==> config.mk <==
export PLATFORM = sky130hd
export DESIGN_NAME = mod_counter
export DESIGN_NICKNAME = d
export VERILOG_FILES = /design/src/rtl/mod_counter.sv
export SDC_FILE = /design/constraint.sdc
export NUM_CORES = 1
export LEC_CHECK = 0
export ABC_AREA = 1
export ABC_CLOCK_PERIOD_IN_PS = 2100
export BUFFER_PORTS_ARGS = -buffer_cell sky130_fd_sc_hd__buf_2
export CAP_MARGIN = 0
export CORE_ASPECT_RATIO = 1.5
export CORE_MARGIN = 2
export CORE_UTILIZATION = 53
export DETAILED_ROUTE_END_ITERATION = 16
export HOLD_SLACK_MARGIN = 0.15
export PLACE_DENSITY = 0.84
export REMOVE_ABC_BUFFERS = 1
export SLEW_MARGIN = 30
export SYNTH_ARGS = -nofsm -noshare
export SYNTH_HDL_FRONTEND = slang
export SYNTH_SLANG_ARGS = --single-unit
==> constraint.sdc <==
create_clock -name clock -period 2.1 [get_ports clock]
set_input_delay 0.21 -clock clock [delete_from_list [all_inputs] [get_ports clock]]
set_output_delay 0.21 -clock clock [all_outputs]
set_load 0.05 [all_outputs]
==> src/rtl/mod_counter.sv <==
// Parametrised modulo up/down counter with clear, clamped load, wrap/saturate limits,
// terminal-count flag and registered overflow pulse. Optional prescaler: MOD_COUNTER_PRESCALER_EN.
module mod_counter #(
  parameter int unsigned     WIDTH    = 8,
  parameter longint unsigned MODULUS  = 256,
  parameter bit              SATURATE = 1'b0,
  parameter int unsigned     PRESCALE = 4
) (
  input  logic             clock,
  input  logic             reset_n,
  input  logic             clear,
  input  logic             enable,
  input  logic             up_down,
  input  logic             load,
  input  logic [WIDTH-1:0] load_value,
  output logic [WIDTH-1:0] counter_out,
  output logic             terminal_count,
  output logic             overflow
);

  if (WIDTH < 1 || WIDTH > 32) begin : g_bad_width
    $error("mod_counter: WIDTH out of range");
  end
  if (MODULUS < 2 || MODULUS > (64'd1 << WIDTH)) begin : g_bad_modulus
    $error("mod_counter: MODULUS out of range");
  end
  if (PRESCALE < 2 || PRESCALE > 65536) begin : g_bad_prescale
    $error("mod_counter: PRESCALE out of range");
  end

  // One spare bit so MODULUS = 2**WIDTH is representable in every compare.
  localparam logic [WIDTH:0] MOD_V = MODULUS[WIDTH:0];
  localparam logic [WIDTH:0] ONE   = (WIDTH+1)'(1);
  localparam logic [WIDTH:0] ZERO  = '0;
  localparam logic [WIDTH:0] MAX_V = MOD_V - ONE;

  logic [WIDTH:0] cnt_q, cnt_d, ld_x;
  logic           ovf_d;
  logic           step;

  assign ld_x           = {1'b0, load_value};
  assign counter_out    = cnt_q[WIDTH-1:0];
  assign terminal_count = up_down ? (cnt_q == MAX_V) : (cnt_q == ZERO);

`ifdef MOD_COUNTER_PRESCALER_EN
  localparam int unsigned PS_W  = $clog2(PRESCALE);
  localparam int unsigned PS_M1 = PRESCALE - 1;
  localparam logic [PS_W-1:0] PS_LAST = PS_M1[PS_W-1:0];
  localparam logic [PS_W-1:0] PS_ONE  = PS_W'(1);

  logic [PS_W-1:0] ps_q;
  logic            tick;

  assign tick = enable & (ps_q == PS_LAST);
  assign step = tick;

  // Counts enabled cycles only; clear/load restart the step interval.
  always_ff @(posedge clock or negedge reset_n) begin
    if (!reset_n)            ps_q <= '0;
    else if (clear || load)  ps_q <= '0;
    else if (enable)         ps_q <= tick ? '0 : ps_q + PS_ONE;
  end
`else
  assign step = enable;
`endif

  always_comb begin
    cnt_d = cnt_q;
    ovf_d = 1'b0;
    if (clear) begin
      cnt_d = ZERO;
    end else if (load) begin
      cnt_d = (ld_x > MAX_V) ? MAX_V : ld_x;
    end else if (step) begin
      // A step attempted at the limit in the current direction is an overflow.
      ovf_d = terminal_count;
      if (up_down)
        cnt_d = (cnt_q < MAX_V) ? cnt_q + ONE : (SATURATE ? cnt_q : ZERO);
      else
        cnt_d = (cnt_q > ZERO) ? cnt_q - ONE : (SATURATE ? cnt_q : MAX_V);
    end
  end

  always_ff @(posedge clock or negedge reset_n) begin
    if (!reset_n) begin
      cnt_q    <= ZERO;
      overflow <= 1'b0;
    end else begin
      cnt_q    <= cnt_d;
      overflow <= ovf_d;
    end
  end

endmodule

==> results of run 1 <==
[final cells by class]
type	instances	area share (%)
well taps	21	2.23
flip-flops and latches	10	21.2
inverters	16	5.09
clock buffers	4	3.08
repair buffers	27	13.0
multi-input cells	134	55.4
[per-layer routing]
layer	vias to the layer above	wire length (um)
li1	559	-
met1	506	1130
met2	30	1360
met3	7	95
met4	0	58
met5	-	0
[metrics by stage]
step	setup TNS, ns	hold WS (ns)	instance area (um2)	util [%]	std cells
finish	0	0.172	1180	63.6	212
global route	0	0.187	1180	63.6	212
CTS	0	0.174	1150	62.2	210
detailed placement	0	0.0891	1100	59.2	204
global placement	0	0.0875	1100	59.2	204
floorplan	-0.0928	-0.0856	956	-	160
[worst min-delay path: stages]
cell and delay (ns):
buf_2 0.11, inv_1 0.06, nor2_1 0.04
[placed cells by master, fill, tap and decap left out, drive strengths merged]
master / Yosys / layout
nor3: 1 / 1
inv: 16 / 16
nor2: 32 / 32
ha: 3 / 3
xnor2: 1 / 1
xor2: 5 / 5
nand3: 8 / 8
o211ai: 1 / 1
nand2: 69 / 69
buf: 12 / 26
a21oi: 3 / 3
nand4: 2 / 2
o21ai: 9 / 9
clkbuf: 0 / 4
dlygate4sd3: 0 / 1
dfrtp: 10 / 10
[report_power, final]
group          internal [mW]  switching [mW]
Sequential             0.208          0.0301
Clock                  0.106          0.0823
Combinational         0.0918           0.197
Total                  0.406           0.309
[sequential cells by signal, indices dropped and copies added (netlist names)]
signal	count
overflow	1
cnt_q	9
[timing repair]
action / 4_1_cts / 5_1_grt
setup endpoints to repair: 1 / 1
setup buffers: 1 / 2
endpoints found under the hold margin: 10 / 0
pin swaps: 0 / 1
hold buffers: 1 / 0
gates resized for setup: 1 / 3
[worst min path at each step]
stage	slack, ns	from	endpoint	cells past startpoint
2_1_floorplan	-0.09	reset_n	cnt_q[0]	0
3_3_place_gp	0.09	reset_n	overflow	1
3_5_place_dp	0.09	reset_n	overflow	1
4_1_cts	0.17	enable	overflow	3
5_1_grt	0.19	enable	overflow	3
6_report	0.17	enable	overflow	3
[cell families (layout without fill, tap and decap cells)]
family	after synthesis	after routing	synth area share, %
compound gates	13	13	6.80
xor+xnor	6	6	5.01
fa+ha+maj	3	3	3.58
buf+inv	28	47	14.6
flops	10	10	23.9
simple gates	112	112	46.2
[synth_stat cells, drive strengths merged]
cell    number
o211ai       1
nand2       69
xnor2        1
ha           3
dfrtp       10
nand3        8
nor2        32
a21oi        3
o21ai        9
xor2         5
inv         16
nand4        2
buf         12
nor3         1
==> metrics.yaml, run 1 <==
worst_setup_path:
  crit_type: "reg2out"
  endpoint: "terminal_count"
  critical_path_required_ns: 1.89
  cp.arrival_ns: 1.78
  cp.depth: 9
  timing.rr.end: "cnt_q[8]"
  path_buf_inv: 2
  cp-start-kind: "flop"
  crit_top_cell: "nand2_1"
  critPathMaxStageDelay_ns: 0.41
  path_cells: "ha_2 -> nand2_1 -> nor2_2 -> inv_1 -> nor3_2 -> ha_1 -> nand2_1 -> nand2_1 -> buf_6"
  path_delay_family: "simple AND/OR/NAND/NOR gates"
  slowest_stage: "dfrtp_1"
  startpoint: "cnt_q[0]"
  crit_path_end_kind: "output pin"
  worst-r2r-cell-count: 9
  r2r-start: "cnt_q[0]"
  r2r_setup_slack_ns: 0.43
  cp_max_fo: 4
synthesis:
  syn_area_um2: 1050
  yosysTopAreaCell: "dfrtp_1"
  seq_area_frac_synth_pct: 23.9
  ys_ff_latch: 10
  postSynthCellCount: 172
  yosysUniqueCellTypes: 23
  yosysTopAreaCellShare_pct: 23.9
  synth_area_per_cell_um2: 6.10
  yosys_warnings: 0
  ys_top_cells_by_area: "dfrtp_1 24%, nand2_1 23%, nor2_1 9.7%"
cells_and_area:
  antenna_cells: 0
  seq_area_um2: 250
  layout-drive-gt1-share_pct: 24.6
  fillCellCount: 188
  syn2layout_area_growth_pct: 12.5
  finalNetCount: 209
  multi_input_comb_area_um2: 653
route:
  drt_iter0_markers: 36
  ant_nets: 0
  drtPass1Iterations: 4
  vias_per_cell: 5.20
  num_vias: 1102
  routed_wl_mm: 2.64
  wl_per_cell_um: 12.4
  drc: 0
sta:
  maxSlewHeadroom_pct: 71.8
  finalHoldViolations: 0
  fmax_mhz: 503
  layout_setup_ws_ns: 0.110
  drv_slew: 0
  fin_crit_sh_pct: 94.7
  period_minus_slack_ns: 1.99
  rsz0062_at_grt: "no"
  worst_pin_slew_ns: 0.422
  finClkSkew_ns: 0.00190
  setup_viol: 0
power_and_ir_drop:
  p_total_mw: 0.715
  leakagePower_nw: 0.659
  max-vdd-ir-drop_mv: 0.510
  powerDensity_nw_per_um2: 606
clock_network:
  insertion_delay_ns: 0.28
  clockBufferDepth: 2
  numCtsBuffers: 3
  cts.htree.levels: 1
  tritoncts: "done"
  cts-root-buf: "clkbuf_4"
  clkSinkCount: 10
  clkTransAtPathRegs_ns: 0.07
die:
  io_pins: 24
  fp-row-count: 19
  die-height_um: 58.5
  coreArea_um2: 1850
  start_util_pct: 56.5
  die_area_um2: 2360
  die_w_um: 40.3
placement:
  hpwlAfterDp_mm: 1.97
  finalWeightedCongestion: 0.955
  pre_cts_ws_ns: 0.253
  port_buffers: 23
global_route:
  met2_usage_pct: 41.9
  grt_antenna_before_repair: 0
  met3_usage_pct: 3.40
  gr-total-overflow: 0
  grt.met1_usage_pct: 32.9
  grt_busiest_layer: "met2"
  grt_pass1_vias: 962
  grt_first_pass_wirelength_mm: 4.20
  grt_max_degree: 15
  grt_usage_pct: 25.5
status:
  status: "finished clean"
hold_path:
  hp-class: "in2reg"
flow_run:
  drv_cap: 0
Note: power is estimated with default switching activity, not from simulation.
==> run 2, diff against run 1 <==
- CORE_ASPECT_RATIO: 1.5 -> not set
- CORE_UTILIZATION: 53 -> 55
- CTS_BUF_LIST: not set -> sky130_fd_sc_hd__clkbuf_4
- PLACE_DENSITY: 0.84 -> 0.86
==> run 2 against run 1 <==
Effect of this change:
- design area shrank 1.8%
- clock skew grew 0.0030 ns
- sequential share of layout area grew 0.61 points
- power shrank 6.2%
- final cell count grew 0.94%
- setup slack gained 0.0032 ns
- clock-buffer cell count shrank 1
- via count grew 2.2%
- fmax grew 0.16%
- hold slack gained 0.00056 ns
- sequential power is essentially flat
- combinational power is essentially flat
- critical path type unchanged
- largest cell class unchanged
- highest routed layer unchanged
==> metrics.yaml, run 2 (synthesized netlist as in run 1, its figures left out) <==
die:
  fp-row-count: 15  # -4
  coreArea_um2: 1760  # -4.9%
  die_area_um2: 2270  # -3.6%
  io_pins: 24  # unchanged
  start_util_pct: 59.4  # +2.9 points
  die-height_um: 47.7  # -18%
  die_w_um: 47.7  # +18%
sta:
  setup_viol: 0  # unchanged
  finClkSkew_ns: 0.00489  # +0.00298 ns
  fin_crit_sh_pct: 94.6  # -0.15 points
  worst_pin_slew_ns: 0.443  # +0.0214 ns
  maxSlewHeadroom_pct: 70.4  # -1.4 points
  tns_ns: 0  # unchanged
  finalHoldViolations: 0  # unchanged
  fmax_mhz: 503  # +0.16%
  drv_slew: 0  # unchanged
  period_minus_slack_ns: 1.99  # -0.00324 ns
power_and_ir_drop:
  p_int_mw: 0.368  # -9.4%
  powerDensity_nw_per_um2: 579  # -4.5%
  leakagePower_nw: 0.646  # -2.0%
  swShare_pct: 45.2  # +2.0 points
  power_frac_clock_pct: 21.2  # -5.1 points
  share_comb_of_total_power_pct: 43.0  # +2.6 points
  p_seq_share_pct: 35.8  # +2.4 points
  power_switching_mw: 0.303  # -1.9%
  max-vdd-ir-drop_mv: 0.377  # -26%
route:
  routed_wl_mm: 2.61  # -1.2%
  wl_met3_um: 145  # +53%
  wl_met1_mm: 1.18  # +4.4%
  maxUsedRoutingLayer: "met4"
  ant_nets: 0  # unchanged
  num_vias: 1126  # +2.2%
  drtPass1Iterations: 4  # unchanged
  drc: 0  # unchanged
  vias_per_cell: 5.26  # +1.2%
  drt_iter0_markers: 39  # +8.3%
  wl_per_cell_um: 12.2  # -2.1%
  wl_met2_mm: 1.23  # -9.2%
cells_and_area:
  finalNetCount: 208  # -0.48%
  layout_commonest_cell: "nand2_1"
  fin_area_um2: 1160  # -1.8%
  antenna_cells: 0  # unchanged
  seq_area_um2: 253  # +1.0%
  syn2layout_area_growth_pct: 10.5
  post-route-util_pct: 65.7  # +2.0 points
  reg_top3: "cnt_q: 9 flops, overflow: 1 flops"
  layout-drive-gt1-share_pct: 23.8  # -0.80 points
  largest_register_ffs: 9  # unchanged
  top_register: "cnt_q"
  multi_input_comb_area_um2: 646  # -1.1%
  fillCellCount: 172  # -8.5%
  mostFrequentLayoutCells: "63 x nand2_1, 27 x nor2_1, 22 x buf_2"
flow_run:
  drv_cap: 0  # unchanged
placement:
  hpwlAfterDp_mm: 1.92  # -2.4%
  port_buffers: 23  # unchanged
  finalWeightedCongestion: 0.944  # -1.1%
  placed_area_um2: 1100  # +0.46%
status:
  status: "finished clean"
worst_setup_path:
  endpoint: "terminal_count"
  cp-start-kind: "flop"
  worst-r2r-cell-count: 8  # -1
  cp.arrival_ns: 1.78  # about the same
  r2r_setup_slack_ns: 0.48  # +0.05 ns
  timing.rr.end: "cnt_q[8]"
  crit_type: "reg2out"
  r2r-start: "cnt_q[4]"
  critical_path_required_ns: 1.89  # about the same
  cp_max_fo: 7  # +3
  startpoint: "cnt_q[4]"
  crit_path_end_kind: "output pin"
hold_path:
  hp-class: "in2reg"
global_route:
  grt_usage_pct: 25.1  # -0.42 points
  grt_max_degree: 15  # unchanged
  grt_pass1_vias: 878  # -8.7%
  grt_first_pass_wirelength_mm: 3.93  # -6.2%
  grt_antenna_before_repair: 0  # unchanged
  gr-total-overflow: 0  # unchanged
clock_network:
  clockBufferDepth: 2  # unchanged
  tritoncts: "done"
  insertion_delay_ns: 0.28  # about the same
  numCtsBuffers: 3  # unchanged
  cts.htree.levels: 1  # unchanged
  clkTransAtPathRegs_ns: 0.07  # about the same
  clkSinkCount: 10  # unchanged
  cts-root-buf: "clkbuf_4"
-- run 2: worst min-delay path by stage --
| stage | startpoint | depth (start not counted) | end | slack [ns] |
|---|---|---|---|---|
| 2_1_floorplan | reset_n | 0 | cnt_q[0] | -0.09 |
| 3_5_place_dp | reset_n | 1 | cnt_q[1] | 0.09 |
| 3_3_place_gp | reset_n | 1 | cnt_q[1] | 0.09 |
| 4_1_cts | load_value[1] | 3 | cnt_q[1] | 0.18 |
| 5_1_grt | enable | 3 | overflow | 0.19 |
| 6_report | enable | 3 | overflow | 0.17 |
-- run 2: layout make-up --
type	instances	area share (%)
multi-input combinational	134	55.7
inverter	16	5.18
sequential	10	21.8
timing repair buffer	26	12.6
clock buffer	3	1.94
tap	25	2.70
-- run 2: per-stage QoR --
stage / worst slack (ns) / hold slack, ns / std cells / total power, mW
after global routing: -0.0123 / 0.187 / 214 / 0.706
after CTS: 0.0206 / 0.178 / 212 / 0.657
after detailed placement: 0.251 / 0.0877 / 208 / 0.517
final: 0.114 / 0.172 / 214 / 0.671
after global placement: 0.335 / 0.0866 / 208 / 0.507
after floorplan: -0.0650 / -0.0856 / 160 / 0.443
-- run 2: what timing repair did --
action	CTS	global route
endpoints found under the setup margin	1	1
hold endpoints to repair	10	0
pin swaps	0	1
buffers inserted	0	2
resized for setup	1	3
hold buffers	1	0
-- run 2: power groups by stage --
stage	clock, mW	combinational (mW)	sequential (mW)
after floorplan	0	0.149	0.294
after global placement	0	0.266	0.241
after detailed placement	0	0.274	0.243
after CTS	0.140	0.277	0.239
after global routing	0.147	0.316	0.243
final	0.142	0.288	0.240
-- run 2: metal layers --
metal	up-vias	GRT usage, %
met5	-	0
met4	0	10.3
met3	7	3.77
met2	47	38.6
met1	517	35.1
li1	555	-
-- run 2: critical path, stage by stage, from the launching register on --
cell     delay, ns
dfrtp_1       0.49
nand2_2       0.16
nor2_2        0.16
inv_1         0.06
nor3_1        0.13
ha_1          0.16
nand2_1       0.05
nand2_1       0.11
buf_6         0.17
==> run 3, diff against run 2 <==
- CORE_MARGIN: 2 -> not set
- PLACE_DENSITY: 0.86 -> not set
- PLACE_DENSITY_LB_ADDON: not set -> 0.08
==> run 3 against run 2 <==
Effect of this change:
- die area shrank 8.2%
- wire length shrank 4.6%
- clock-buffer cell count unchanged
- critical path depth increased by 1
- combinational power fell by 2%
- largest power group unchanged
- largest cell class unchanged
==> metrics.yaml, run 3 (synthesized netlist as in run 1, its figures left out) <==
status:
  status: "finished clean"
cells_and_area:
  multi_input_comb_area_um2: 653  # +1.2%
  fillCellCount: 186  # +8.1%
  mostFrequentLayoutCells: "63 x nand2_1, 27 x nor2_1, 22 x buf_2"
  layout-drive-gt1-share_pct: 24.2  # +0.40 points
  antenna_cells: 0  # unchanged
  top_register: "cnt_q"
  seq_area_um2: 251  # -0.49%
  largest_register_ffs: 9  # unchanged
  finalNetCount: 208  # unchanged
  layout_commonest_cell: "nand2_1"
  post-route-util_pct: 66.2  # +0.57 points
  syn2layout_area_growth_pct: 11.5
  reg_top3: "cnt_q: 9 flops, overflow: 1 flops"
  layout.cells.non_filler: 215  # +0.47%
power_and_ir_drop:
  power_frac_clock_pct: 21.5  # +0.3 points
  p_total_mw: 0.663  # -1.1%
  powerDensity_nw_per_um2: 568  # -2.0%
  p_int_mw: 0.369  # +0.39%
  share_comb_of_total_power_pct: 42.5  # -0.5 points
  max-vdd-ir-drop_mv: 0.401  # +6.3%
  swShare_pct: 44.4  # -0.84 points
  power_switching_mw: 0.294  # -3.0%
  leakagePower_nw: 0.647  # +0.12%
  p_seq_share_pct: 36.0  # +0.2 points
sta:
  finClkSkew_ns: 0.0101  # +0.00525 ns
  layout_setup_ws_ns: 0.134  # +0.0199 ns
  setup_viol: 0  # unchanged
  worst_pin_slew_ns: 0.437  # -0.00592 ns
  drv_slew: 0  # unchanged
  fin_crit_sh_pct: 93.6  # -0.95 points
  finalHoldViolations: 0  # unchanged
  fmax_mhz: 509  # +1.0%
  period_minus_slack_ns: 1.97  # -0.0199 ns
  rsz0062_at_grt: "no"
  maxSlewHeadroom_pct: 70.8  # +0.40 points
  hold-worst-slack_ns: 0.179  # +0.00655 ns
worst_setup_path:
  r2r_setup_slack_ns: 0.47  # about the same
  cp-start-kind: "flop"
  cp_max_fo: 4  # -3
  cp.arrival_ns: 1.76  # -0.02 ns
  crit_path_end_kind: "output pin"
  critical_path_required_ns: 1.89  # about the same
  crit_type: "reg2out"
global_route:
  gr-total-overflow: 0  # unchanged
  grt_antenna_before_repair: 0  # unchanged
  grt_max_degree: 15  # unchanged
  grt_first_pass_wirelength_mm: 3.95  # +0.51%
  grt_pass1_vias: 935  # +6.5%
  grt_usage_pct: 26.4  # +1.4 points
clock_network:
  cts.htree.levels: 1  # unchanged
  clockBufferDepth: 2  # unchanged
  cts-root-buf: "clkbuf_4"
  clkSinkCount: 10  # unchanged
  numCtsBuffers: 3  # unchanged
  clkTransAtPathRegs_ns: 0.08  # about the same
  tritoncts: "done"
  insertion_delay_ns: 0.27  # about the same
die:
  io_pins: 24  # unchanged
  start_util_pct: 59.4  # unchanged
  fp-row-count: 15  # unchanged
  die_area_um2: 2080  # -8.2%
  coreArea_um2: 1760  # unchanged
  die_w_um: 45.7  # -4.2%
  die-height_um: 45.7  # -4.2%
route:
  vias_per_cell: 4.91  # -6.7%
  routed_wl_mm: 2.49  # -4.6%
  wl_per_cell_um: 11.6  # -5.0%
  drc: 0  # unchanged
  num_vias: 1056  # -6.2%
  drt_iter0_markers: 38  # -2.6%
  ant_nets: 0  # unchanged
  drtPass1Iterations: 4  # unchanged
placement:
  hpwlAfterDp_mm: 1.86  # -3.2%
  port_buffers: 23  # unchanged
  finalWeightedCongestion: 0.941  # -0.33%
  pre_cts_ws_ns: 0.269  # +0.0176 ns
  dp_cells: 208  # unchanged
hold_path:
  hp-class: "in2reg"
flow_run:
  drv_cap: 0  # unchanged
==> run 3: cell types whose count changed in the layout (fill, tap and decap cells not counted), sizes merged <==
cell	before	now
clkinv	0	1
==> run 3: worst paths after layout <==
kind	startpoint	endpoint	depth (start not counted)
max	cnt_q[0]	terminal_count	9
min	load_value[1]	cnt_q[1]	3
max reg2reg	cnt_q[0]	cnt_q[8]	9
min reg2reg	cnt_q[1]	cnt_q[1]	2
max in group asynchronous	reset_n	cnt_q[1]	2
min in group asynchronous	reset_n	overflow	2
==> run 3: cell type report <==
class	instances	share of cell area (%)
clock buffer	3	1.93
clock inverter	1	0.321
inverter	16	5.14
multi-input combinational	134	55.9
sequential	10	21.5
tap	25	2.68
timing repair buffer	26	12.5
==> run 3: repair_timing <==
item / in CTS / in global routing
hold buffers: 1 / 0
resized for setup: 1 / 4
buffers inserted: 0 / 2
endpoints found under the setup margin: 1 / 1
hold endpoints to repair: 10 / 0
==> run 3: power groups by stage <==
stage	registers (mW)	clock network (mW)	logic [mW]
detailed placement	0.244	0	0.270
finish	0.239	0.143	0.282
global placement	0.241	0	0.270
global route	0.242	0.159	0.313
floorplan	0.294	0	0.149
CTS	0.240	0.148	0.273
==> run 3: through the flow <==
stage | TNS [ns] | area (um2)
final | 0 | 1170
after global routing | 0 | 1170
after CTS | 0 | 1140
after detailed placement | 0 | 1100
after global placement | 0 | 1100
after floorplan | -0.0928 | 956
==> run 3: layer usage <==
metal	global-route usage (%)	share of wire (%)	up-vias
met2	44.3	45	24
met4	6.67	1.8	0
met3	2.78	2.9	6
li1	-	-	558
met5	0	0	-
met1	35.8	50	468
==> run 3: worst max-delay path, cell delays in order (launching register included) <==
cell and delay, ns:
dfrtp_1 0.41, ha_2 0.20, nand2_1 0.09, nor2_2 0.14
inv_1 0.07, nor3_2 0.11, ha_1 0.16, nand2_1 0.05
nand2_1 0.10, buf_6 0.16
